## src/rtl/psx_pkg.sv

```systemverilog
// Shared types and constants for the PlayStation controller poller.
package psx_pkg;

  typedef enum logic [2:0] {
    StIdle,
    StSel,
    StShift,
    StAckw,
    StDesel
  } psx_state_e;

  localparam logic [7:0] CMD_START = 8'h01;
  localparam logic [7:0] CMD_POLL  = 8'h42;

  // Byte the host sends at a given packet index.
  function automatic logic [7:0] tx_byte(input logic [4:0] idx);
    if (idx == 5'd0) return CMD_START;
    if (idx == 5'd1) return CMD_POLL;
    return 8'h00;
  endfunction

  // Packet length announced by the ID byte, clamped to the buffer limit.
  function automatic logic [4:0] pkt_len(input logic [7:0] id, input int unsigned pkt_max);
    logic [5:0] raw;
    raw = 6'd3 + {1'b0, id[3:0], 1'b0};
    if (raw > 6'(pkt_max)) return 5'(pkt_max);
    return raw[4:0];
  endfunction

endpackage

```

## src/rtl/psx_shifter.sv

```systemverilog
// 8-bit LSB-first full-duplex shifter. A byte spans 16 half periods: the clock
// falls at even half starts (MOSI updates) and rises at odd half starts (MISO sampled).
module psx_shifter (
  input  logic       clk_i,
  input  logic       rst_ni,
  input  logic       load_i,
  input  logic [7:0] tx_byte_i,
  input  logic       en_i,
  input  logic       tick_i,
  input  logic       miso_i,
  output logic       sclk_o,
  output logic       mosi_o,
  output logic [7:0] rx_byte_o,
  output logic       rx_vld_o,
  output logic       done_o
);

  logic [3:0] half_q, half_d;
  logic [7:0] tx_q, tx_d, rx_q, rx_d, byte_q, byte_d;
  logic       sclk_q, sclk_d, mosi_q, mosi_d, vld_q, vld_d;
  logic       step;

  assign step = en_i & tick_i;

  // Next-state: load drives the first falling edge, each tick advances one half period.
  always_comb begin
    half_d = half_q;
    tx_d   = tx_q;
    rx_d   = rx_q;
    byte_d = byte_q;
    sclk_d = sclk_q;
    mosi_d = mosi_q;
    vld_d  = 1'b0;
    if (load_i) begin
      half_d = 4'd0;
      sclk_d = 1'b0;
      mosi_d = tx_byte_i[0];
      tx_d   = {1'b0, tx_byte_i[7:1]};
    end else if (step) begin
      half_d = half_q + 4'd1;
      if (!half_q[0]) begin
        sclk_d = 1'b1;
        rx_d   = {miso_i, rx_q[7:1]};
        if (half_q == 4'd14) begin
          byte_d = {miso_i, rx_q[7:1]};
          vld_d  = 1'b1;
        end
      end else if (half_q != 4'd15) begin
        sclk_d = 1'b0;
        mosi_d = tx_q[0];
        tx_d   = {1'b0, tx_q[7:1]};
      end
    end
  end

  // Shifter state; clock idles high.
  always_ff @(posedge clk_i or negedge rst_ni) begin
    if (!rst_ni) begin
      half_q <= 4'd0;
      tx_q   <= 8'h00;
      rx_q   <= 8'h00;
      byte_q <= 8'h00;
      sclk_q <= 1'b1;
      mosi_q <= 1'b0;
      vld_q  <= 1'b0;
    end else begin
      half_q <= half_d;
      tx_q   <= tx_d;
      rx_q   <= rx_d;
      byte_q <= byte_d;
      sclk_q <= sclk_d;
      mosi_q <= mosi_d;
      vld_q  <= vld_d;
    end
  end

  assign sclk_o    = sclk_q;
  assign mosi_o    = mosi_q;
  assign rx_byte_o = byte_q;
  assign rx_vld_o  = vld_q;
  assign done_o    = step & (half_q == 4'd15);

endmodule

```

## src/rtl/psx_poller.sv

```systemverilog
// Polls each controller port in turn: select, shift command/response bytes,
// wait for the pad's ACK between bytes, deselect, move to the next port.
module psx_poller
  import psx_pkg::*;
#(
  parameter int unsigned HALF_PER    = 3500,
  parameter int unsigned N_PORTS     = 2,
  parameter int unsigned PKT_MAX     = 9,
  parameter int unsigned ACK_TIMEOUT = 1000
) (
  input  logic               iCLK,
  input  logic               iRESET,
  input  logic               iSTART,
  input  logic               iAUTO,
  output logic [N_PORTS-1:0] oCS,
  output logic               oCLK,
  output logic               oMOSI,
  input  logic               iMISO,
  input  logic               iACK,
  output logic [7:0]         oBYTE,
  output logic               oBYTE_VLD,
  output logic [4:0]         oBYTE_IDX,
  output logic [1:0]         oPORT,
  output logic               oFRAME_END,
  output logic [N_PORTS-1:0] oNO_PAD,
  output logic               oBUSY
);

  localparam int unsigned TOW = (ACK_TIMEOUT > 1) ? $clog2(ACK_TIMEOUT) : 1;

  psx_state_e         state_q, state_d;
  logic [11:0]        hp_q, hp_d;
  logic [1:0]         port_q, port_d, dcnt_q, dcnt_d;
  logic [4:0]         idx_q, idx_d, len_q, len_d;
  logic [TOW-1:0]     to_q, to_d;
  logic               ack_seen_q, ack_seen_d;
  logic [N_PORTS-1:0] nopad_q, nopad_d;
  logic [1:0]         miso_sync_q, ack_sync_q;
  logic               tick, is_last, last_port, load, done, rx_vld;
  logic [7:0]         rx_byte;

  assign tick      = (hp_q == 12'(HALF_PER - 1));
  assign is_last   = (idx_q == len_q - 5'd1);
  assign last_port = (port_q == 2'(N_PORTS - 1));

  // Two-flop synchronisers; ACK idles high.
  always_ff @(posedge iCLK or negedge iRESET) begin
    if (!iRESET) begin
      miso_sync_q <= 2'b00;
      ack_sync_q  <= 2'b11;
    end else begin
      miso_sync_q <= {miso_sync_q[0], iMISO};
      ack_sync_q  <= {ack_sync_q[0], iACK};
    end
  end

  psx_shifter u_shifter (
    .clk_i     (iCLK),
    .rst_ni    (iRESET),
    .load_i    (load),
    .tx_byte_i (tx_byte(idx_q)),
    .en_i      (state_q == StShift),
    .tick_i    (tick),
    .miso_i    (miso_sync_q[1]),
    .sclk_o    (oCLK),
    .mosi_o    (oMOSI),
    .rx_byte_o (rx_byte),
    .rx_vld_o  (rx_vld),
    .done_o    (done)
  );

  // FSM next-state, half-period counter, ACK timeout and per-port flags.
  always_comb begin
    state_d    = state_q;
    hp_d       = tick ? 12'd0 : hp_q + 12'd1;
    port_d     = port_q;
    dcnt_d     = dcnt_q;
    idx_d      = idx_q;
    len_d      = len_q;
    to_d       = to_q;
    ack_seen_d = ack_seen_q;
    nopad_d    = nopad_q;
    load       = 1'b0;
    unique case (state_q)
      StIdle: begin
        hp_d = 12'd0;
        if (iSTART || iAUTO) begin
          state_d = StSel;
          port_d  = 2'd0;
          idx_d   = 5'd0;
          len_d   = 5'(PKT_MAX);
        end
      end
      StSel: begin
        if (tick) begin
          state_d = StShift;
          load    = 1'b1;
        end
      end
      StShift: begin
        if (rx_vld && idx_q == 5'd1) len_d = pkt_len(rx_byte, PKT_MAX);
        if (rx_vld && is_last) begin
          for (int p = 0; p < int'(N_PORTS); p++) if (port_q == 2'(p)) nopad_d[p] = 1'b0;
        end
        if (done) begin
          if (is_last) begin
            state_d = StDesel;
            dcnt_d  = 2'd0;
          end else begin
            state_d    = StAckw;
            idx_d      = idx_q + 5'd1;
            to_d       = '0;
            ack_seen_d = 1'b0;
          end
        end
      end
      StAckw: begin
        if (!ack_seen_q) begin
          // Counter parked at zero so the post-ACK delay is a full half period.
          hp_d = 12'd0;
          to_d = to_q + TOW'(1);
          if (!ack_sync_q[1]) begin
            ack_seen_d = 1'b1;
          end else if (to_q == TOW'(ACK_TIMEOUT - 1)) begin
            for (int p = 0; p < int'(N_PORTS); p++) if (port_q == 2'(p)) nopad_d[p] = 1'b1;
            state_d = StDesel;
            dcnt_d  = 2'd0;
          end
        end else if (tick) begin
          state_d = StShift;
          load    = 1'b1;
        end
      end
      StDesel: begin
        if (tick) begin
          dcnt_d = dcnt_q + 2'd1;
          if (dcnt_q == 2'd3) begin
            if (!last_port || iAUTO) begin
              state_d = StSel;
              port_d  = last_port ? 2'd0 : port_q + 2'd1;
              idx_d   = 5'd0;
              len_d   = 5'(PKT_MAX);
            end else begin
              state_d = StIdle;
            end
          end
        end
      end
      default: state_d = StIdle;
    endcase
  end

  // Control state registers.
  always_ff @(posedge iCLK or negedge iRESET) begin
    if (!iRESET) begin
      state_q    <= StIdle;
      hp_q       <= 12'd0;
      port_q     <= 2'd0;
      dcnt_q     <= 2'd0;
      idx_q      <= 5'd0;
      len_q      <= 5'(PKT_MAX);
      to_q       <= '0;
      ack_seen_q <= 1'b0;
      nopad_q    <= '0;
    end else begin
      state_q    <= state_d;
      hp_q       <= hp_d;
      port_q     <= port_d;
      dcnt_q     <= dcnt_d;
      idx_q      <= idx_d;
      len_q      <= len_d;
      to_q       <= to_d;
      ack_seen_q <= ack_seen_d;
      nopad_q    <= nopad_d;
    end
  end

  // Only the active port's select is driven low, and only while it owns the bus.
  always_comb begin
    oCS = '1;
    if (state_q == StSel || state_q == StShift || state_q == StAckw) begin
      for (int p = 0; p < int'(N_PORTS); p++) if (port_q == 2'(p)) oCS[p] = 1'b0;
    end
  end

  assign oBYTE      = rx_byte;
  assign oBYTE_VLD  = rx_vld;
  assign oBYTE_IDX  = idx_q;
  assign oPORT      = port_q;
  assign oFRAME_END = rx_vld & is_last;
  assign oNO_PAD    = nopad_q;
  assign oBUSY      = (state_q != StIdle);

endmodule

```

## config.mk

```make
export PLATFORM = sky130hd
export DESIGN_NAME = psx_poller
export DESIGN_NICKNAME = d
export VERILOG_FILES = /design/src/rtl/psx_pkg.sv /design/src/rtl/psx_shifter.sv /design/src/rtl/psx_poller.sv
export SDC_FILE = /design/constraint.sdc
export NUM_CORES = 1
export LEC_CHECK = 0
export ABC_CLOCK_PERIOD_IN_PS = 3450
export BUFFER_PORTS_ARGS = -buffer_cell sky130_fd_sc_hd__buf_2
export CAP_MARGIN = 15
export CORE_ASPECT_RATIO = 0.75
export CORE_MARGIN = 2
export CORE_UTILIZATION = 50
export CTS_BUF_LIST = sky130_fd_sc_hd__clkbuf_16
export DETAILED_ROUTE_END_ITERATION = 7
export PLACE_DENSITY = 0.68
export SYNTH_ARGS = -nofsm -noshare
export SYNTH_HDL_FRONTEND = slang
export SYNTH_HIERARCHICAL = 1
export SYNTH_SLANG_ARGS = --single-unit
```

## constraint.sdc

```tcl
create_clock -name iCLK -period 3.45 [get_ports iCLK]
set_input_delay 0.69 -clock iCLK [delete_from_list [all_inputs] [get_ports iCLK]]
set_output_delay 0.69 -clock iCLK [all_outputs]
set_load 0.01 [all_outputs]
```

==> summary.txt, run 1 <==
STA
  – Count of final setup violators: 0
  – RSZ-0062 raised after global routing: no
  – Period minus WS final: roughly 2800 ps
  – Relative slew slack: 0.388
  – Final setup margin: approximately 650 ps
  – Final Skew: ~8.7 ps
  – Period utilization: 0.813
  – F_max: ~360 MHz
  – Final count of hold timing violations: 0
  – Slew Viols, Final: 0
  – Slew @ Worst Pin: approximately 920 ps
  – Setup TNS: 0 ps

Floorplan
  – Core Area: roughly 0.008 mm²
  – Starting Density: 0.509
  – Die ar.: about 0.0087 mm²
  – Io pins: 30
  – Row count: 28
  – Die height: around 80 µm
  – Die extent in x: around 110 µm

Critical path
  – Class of the most critical setup path: reg -> reg
  – Critical-path top delay cell: dfrtp_1
  – Critical Path, Cell by Cell: ha_1, nand3b_1, nor3_2, nand2_4, nor2_1, and4bb_2, o21ai_0, a31oi_1, nand4_1, mux2i_1
  – CP Launch Type: flop
  – Crit path max fanout: 9
  – Crit path from: hp_q[0]
  – Worst path max stage delay: just under 400 ps
  – RR Startpoint: hp_q[0]
  – Reg2Reg Depth: 10
  – CP Capture Type: flop
  – Crit path required time: between 3000 and 4000 ps
  – R2R setup slack: 650 ps
  – CP Data Arrival Time: 3030 ps

Power
  – Comb pwr share: 0.011
  – Clock share of power: 0.536
  – PD cells: about 420 mW/mm²
  – Worst vdd ir: roughly 0.32 mV
  – Sequential Power Share: 0.453
  – Sw frac: 0.211
  – Switching power: around 0.4 mW
  – Internal power: around 1.5 mW
  – P_leak: roughly 2.2 nW

Routing
  – TritonRoute pass-1 iters: 5
  – WL/cell: approximately 17 µm
  – Antenna-violating nets left: 0
  – WL final: 8950 µm
  – Vias: 3098
  – Residual DRC: 0
  – Drt initial violations: around 170
  – Vias per Instance: roughly 5.8

Clocking
  – Root Driver: clkbuf_16
  – Num CTS Buffers: 9
  – Reg clk slew, reported paths: around 60 ps
  – Post-cts resize count: 0
  – Clock sink total: 74
  – Hold buffer count at CTS: 0
  – H-tree depth: 3
  – CTS tree: built
  – Clk Latency, worst-skew pair: roughly 340 ps
  – Setup repair bufs after CTS: 0
  – Clk buf depth: 2

Placement
  – Placer Congestion: slightly above 0.9
  – Pre-CTS setup slack: 718 ps
  – Placed wire-length estimate: between 6000 and 7000 µm
  – Port Buffers: 29

Final layout
  – Layout area overhead: 15.1%
  – Final nets: 440
  – Number of diodes: 0
  – Share of cells above drive strength 1: 0.214

GRT
  – Grt ovf: 0
  – Vias in the first global route: around 2800
  – Largest net degree at the start of global routing: 75
  – GRT Total Usage: 0.222
  – Initial antenna violation count: 0
  – Global-route wire length before repair: about 15000 µm

Logic synthesis
  – EDFF count, synth: 0
  – Synth warnings: 6
  – Synthesized cell area: ~0.0040 mm²
  – Register area share after synthesis: 0.467
  – Primary FF master, synth: dfrtp_1
  – Ys async rst share: 1.00
  – Synth cell types: 67
  – Synth Instances: 386
  – Yosys reg bits: 74
  – Avg Cell Area, Syn: about 10 µm²

Min path
  – Hold_sp: ack_sync_q[0]
  – Worst hold path class: reg -> reg
  – Hold path cells: 0

Run status
  – Status: completed

Flow run
  – Max_cap viols: 0
flip-flops by register name (all words and copies together), names as in the netlist, 3 cells and up:
register,flops
u_shifter/tx_q,7
len_q,4
u_shifter/rx_byte_o,8
u_shifter/rx_q,7
u_shifter/half_q,4
oBYTE_IDX,5
state_q,3
hp_q,12
to_q,10
critical path, delay by kind of cell (launching register included):
| family | cells | cell delay [ps] |
|---|---|---|
| AOI/OAI and AO/OA | 2 | 590 |
| adders and majority gates | 1 | 220 |
| DFF | 1 | 390 |
| muxes | 1 | 140 |
| and+or+nand+nor | 6 | 1330 |
power groups by stage:
stage / clock network [mW] / logic, mW / registers, mW
after floorplan: 0 / 0.000848 / 0.888
after global placement: 0 / 0.0216 / 0.888
after detailed placement: 0 / 0.0218 / 0.888
after CTS: 1.06 / 0.0217 / 0.872
after global routing: 1.09 / 0.0246 / 0.872
final: 1.03 / 0.0203 / 0.872
area by class of cell:
cell class                 count  area (µm²)
multi-input combinational    291        2010
clock inverter                 7         105
timing repair buffer          37         208
inverter                      11        41.3
fill                         663        3230
sequential                    74        1860
tap                          105         131
clock buffer                   9         225
Yosys cell counts, types with 8 or more instances:
library cell	instances	area share
inv_1	10	0.0094
o21ai_0	24	0.030
mux2_4	8	0.030
ha_1	10	0.031
nand2_1	39	0.037
dfrtp_1	70	0.44
nor2_1	31	0.029
a21oi_1	16	0.020
mux2_2	8	0.023
nand3_1	16	0.020
nand2b_1	13	0.020
xor2_1	12	0.026
layout by cell type, fill, tap and decap left out, types with 5 or more instances in the layout:
cell,n
dfrtp_1,70
nand2_1,39
nor2_1,31
buf_2,28
o21ai_0,24
a21oi_1,16
nand3_1,16
nand2b_1,13
xor2_1,12
inv_1,10
ha_1,10
clkbuf_16,9
buf_4,9
mux2_2,8
mux2_4,8
a31oi_1,7
mux2i_1,7
o221a_1,7
xnor2_1,6
nand4_1,6
a21o_1,6
and4_1,5
o31ai_1,5
conb_1,5
per-stage QoR:
stage,instance area [µm²],power [mW],instances,hold WS (ps),util
finish,4580,1.92,534,355,0.586
floorplan,3990,0.889,390,331,-
CTS,4580,1.95,534,356,0.586
detailed placement,4250,0.910,518,347,0.544
global placement,4250,0.910,518,346,0.544
global route,4580,1.99,534,358,0.586
kinds of logic after synthesis:
| logic type | synth area share |
|---|---|
| AOI/OAI and AO/OA | 0.144 |
| xor gates and xnor gates | 0.0396 |
| adders and majority gates | 0.0315 |
| buffers and inverters | 0.0355 |
| DFF | 0.467 |
| muxes | 0.0705 |
| other | 0.000943 |
| and+or+nand+nor | 0.211 |
worst paths after layout:
path / end
max: to_q[7]
min: ack_sync_q[1]
max reg2reg: to_q[7]
min reg2reg: ack_sync_q[1]
max in group asynchronous: oBYTE_IDX[3]
min in group asynchronous: u_shifter/tx_q[2]
routing by layer:
metal  global-route usage  routed length, µm  vias to the layer above
met5                    0                  0                        -
met4               0.0662                 99                        0
met3               0.0698                687                       11
met2                0.314               3890                      110
met1                0.325               4280                     1506
li1                     -                  -                     1471
Power figures use the tool's default switching activity.
==> run 2, diff against run 1 <==
--- a/config.mk
+++ b/config.mk
@@ -5,7 +5,8 @@
 export SDC_FILE = /design/constraint.sdc
 export NUM_CORES = 1
 export LEC_CHECK = 0
-export ABC_CLOCK_PERIOD_IN_PS = 3450
+export ABC_AREA = 1
+export ABC_CLOCK_PERIOD_IN_PS = 2300
 export BUFFER_PORTS_ARGS = -buffer_cell sky130_fd_sc_hd__buf_2
 export CAP_MARGIN = 15
 export CORE_ASPECT_RATIO = 0.75
@@ -13,7 +14,7 @@
 export CORE_UTILIZATION = 50
 export CTS_BUF_LIST = sky130_fd_sc_hd__clkbuf_16
 export DETAILED_ROUTE_END_ITERATION = 7
-export PLACE_DENSITY = 0.68
+export PLACE_DENSITY = 0.71
 export SYNTH_ARGS = -nofsm -noshare
 export SYNTH_HDL_FRONTEND = slang
 export SYNTH_HIERARCHICAL = 1
==> constraint.sdc (replaced) <==
create_clock -name iCLK -period 2.3 [get_ports iCLK]
set_input_delay 0.46 -clock iCLK [delete_from_list [all_inputs] [get_ports iCLK]]
set_output_delay 0.46 -clock iCLK [all_outputs]
set_load 0.01 [all_outputs]
==> run 2 against run 1 <==
Area after synthesis up 1.2%. Register-to-register slack worse by 420 ps. Clock-buffer cell count unchanged. Setup slack worse by 490 ps. Combinational power up 81%. Non-clock buffer count up 1. Die area up 1.1%. Largest cell class unchanged. Highest routed layer unchanged.
==> summary.txt, run 2 <==
Critical path
  – Critical-path top delay cell: dfstp_2
  – R2R setup slack: 230 ps (-420 ps)
  – CP Launch Type: flop
  – Reg2Reg Depth: 12 (+2)
  – Worst path max stage delay: 550 ps (+160 ps)
  – Crit path from: len_q[3]
  – Crit path required time: 1840 ps (-1830 ps)
  – Class of the most critical setup path: reg -> out
  – CP Capture Type: primary output
  – RR Endpoint: u_shifter/rx_byte_o[3]
  – Setup crit end: oFRAME_END
  – Critical Path, Cell by Cell: nand2_1, inv_1, nor2_1, nor2_1, nand4_1, inv_1, buf_2
  – Crit path max fanout: 3 (-6)
  – CP Data Arrival Time: 1680 ps (-1350 ps)
  – RR Startpoint: hp_q[0]

GRT
  – Met2 Use GR: 0.311 (-0.00332)
  – Initial antenna violation count: 0 (unchanged)
  – Vias in the first global route: 3042 (+8.1%)
  – Met1 GRT Util: 0.304 (-0.0213)
  – Largest net degree at the start of global routing: 39 (-48%)
  – Global-route wire length before repair: 14400 µm (-1.9%)
  – GRT Total Usage: 0.212 (-0.00991)
  – Met3 global-route usage: 0.0611 (-0.00871)
  – GRT busiest layer: met2
  – Grt ovf: 0 (unchanged)

STA
  – F_max: roughly 470 MHz
  – Final count of hold timing violations: 0 (unchanged)
  – Period utilization: 0.931
  – Count of final setup violators: 0 (unchanged)
  – Period minus WS final: 2140 ps
  – RSZ-0062 raised after global routing: yes
  – Slew @ Worst Pin: 487 ps (-432 ps)
  – Slew Viols, Final: 0 (unchanged)
  – Relative slew slack: 0.672 (+0.284)
  – Final Skew: 7.16 ps (-1.54 ps)
  – Setup TNS: 0 ps (unchanged)

Final layout
  – Most flops, register: hp_q
  – Most frequent cells in the layout: 168 x nand2_1, 70 x dfrtp_1, 59 x inv_1, 58 x nor2_1, 33 x nand3_1
  – Final nets: 587 (+33%)
  – Layout area overhead: 17.2%
  – Share of cells above drive strength 1: 0.161 (-0.0530)
  – Commonest non-fill, non-tap cell in the layout: nand2_1
  – Register area: 0.00186 mm² (unchanged)
  – Post-route cell area: 0.00472 mm² (+3.0%)
  – Max FFs per register: 12 (unchanged)
  – Multi-input logic area: 0.00192 mm² (-4.7%)
  – Final core utilization: 0.601 (+0.0151)
  – Number of diodes: 0 (unchanged)
  – # fillers: 752 (+13%)

Clocking
  – Clock sink total: 74 (unchanged)
  – Clk Latency, worst-skew pair: 340 ps (about the same)
  – Hold buffer count at CTS: 0 (unchanged)
  – Num CTS Buffers: 9 (unchanged)
  – Reg clk slew, reported paths: 60 ps (about the same)
  – Root Driver: clkbuf_16
  – H-tree depth: 3 (unchanged)
  – Clk buf depth: 2 (unchanged)
  – CTS tree: built

Logic synthesis
  – Synth top area share: 0.435 (-0.00507)
  – Synth area leaders: dfrtp_1 44%, nand2_1 16%, nor2_1 5.6%, inv_1 5.5%, nand3_1 4.2%
  – EDFF count, synth: 0 (unchanged)
  – Most frequent cell after synthesis: nand2_1
  – Adder-cell share of the synthesized area: 0.0311 (-0.000362)
  – Main combinational cell family by area after synthesis: simple AND/OR/NAND/NOR gates
  – Mux contribution to synthesized area: 0 (-0.0705)
  – Leading area contributor after synthesis: dfrtp_1
  – Avg Cell Area, Syn: 7.68 µm² (-25%)
  – Post-Synth Simple-Gate Area: 0.331 (+0.119)
  – Synthesized cell area: 0.00402 mm² (+1.2%)
  – Synth Area in XOR/XNOR: 0.0305 (-0.00916)
  – Register area share after synthesis: 0.461 (-0.00537)
  – Ys async rst share: 1.00 (unchanged)
  – Primary FF master, synth: dfrtp_1
  – Synth Area in Compound Gates: 0.0731 (-0.0710)
  – Yosys reg bits: 74 (unchanged)
  – Synth top cells by count: 169 x nand2_1, 70 x dfrtp_1, 60 x nor2_1
  – Synth warnings: 6 (unchanged)
  – Synth Instances: 524 (+36%)
  – Synth cell types: 36 (-46%)

Floorplan
  – Die ar.: 0.00879 mm² (+1.1%)
  – Die extent in x: 108 µm (+0.56%)
  – Starting Density: 0.513 (+0.00363)
  – Core Area: 0.00785 mm² (+0.45%)
  – Io pins: 30 (unchanged)
  – Die height: 81.7 µm (+0.55%)
  – Row count: 28 (unchanged)

Routing
  – Antenna-violating nets left: 0 (unchanged)
  – Drt initial violations: 164 (-4.1%)
  – Vias per Instance: 5.04 (-13%)
  – Residual DRC: 0 (unchanged)
  – WL/cell: 12.6 µm (-25%)
  – Vias: 3429 (+11%)
  – TritonRoute pass-1 iters: 5 (unchanged)
  – WL final: 8610 µm (-3.8%)

Run status
  – Status: completed

Placement
  – DP Area: 0.00434 mm² (+2.2%)
  – Placer Congestion: 0.936 (+2.4%)
  – Placed wire-length estimate: 6390 µm (+2.0%)
  – Port Buffers: 29 (unchanged)

Flow run
  – Max_cap viols: 0 (unchanged)

Power
  – Worst vdd ir: 0.593 mV (+84%)
  – P_leak: 2.47 nW (+15%)
  – PD cells: 623 mW/mm² (+48%)
  – Design Power: 2.94 mW (+53%)

Min path
  – Worst hold path class: in -> async
==> run 2: cell count changes after synthesis, sizes merged, moves of 13 or more <==
cell,change
nand3,+19
mux2,-16
nor2,+33
nand2,+135
inv,+53
nand2b,-13
==> run 2: cell type report <==
type | instances | area share
clock buffer | 9 | 0.0477
clock inverter | 7 | 0.0252
inverter | 64 | 0.0509
multi-input combinational | 384 | 0.406
sequential | 74 | 0.394
tap | 105 | 0.0279
timing repair buffer | 38 | 0.0483
==> run 2: kinds of logic after synthesis <==
logic type / Yosys count
fa+ha+maj: 10
simple gates: 304
compound gates: 51
xor+xnor: 14
buf+inv: 70
other cells: 1
flops: 74
==> run 2: per-layer routing <==
metal | wire length (µm) | up-vias
met2 | 3750 | 84
met3 | 502 | 10
met4 | 92 | 0
li1 | - | 1750
met5 | 0 | -
met1 | 4270 | 1585
==> run 2: worst min path at each step <==
stage,cells after the start,to,start
final,1,hp_q[9],iRESET
after global routing,1,hp_q[4],iRESET
after floorplan,0,ack_seen_q,iRESET
after global placement,0,miso_sync_q[1],miso_sync_q[0]
after detailed placement,0,miso_sync_q[1],miso_sync_q[0]
after CTS,1,hp_q[2],iRESET
==> run 2: power by group <==
group	internal [mW]	switching (mW)	leakage, nW
clock	1.06	0.535	0.167
combinational	0.00751	0.0292	1.36
sequential	1.31	0.000944	0.943
total	2.38	0.565	2.47
==> run 2: per-stage QoR <==
stage / hold slack (ps) / std cells / worst slack [ps]
2_1_floorplan: 164 / 528 / 82.8
3_3_place_gp: 337 / 664 / 197
3_5_place_dp: 335 / 664 / 130
4_1_cts: 104 / 680 / 115
5_1_grt: 124 / 681 / -43.2
6_report: 88.1 / 681 / 159
==> run 2: worst max-delay path, delay by kind of cell (launching register included) <==
family	cells	cell delay (ps)
buf+inv	3	320
simple gates	4	480
flops	1	550
==> run 2: timing repair <==
| action | CTS | global route |
|---|---|---|
| setup buffers | 0 | 1 |
| resized for setup | 0 | 8 |
| setup endpoints to repair | 0 | 22 |
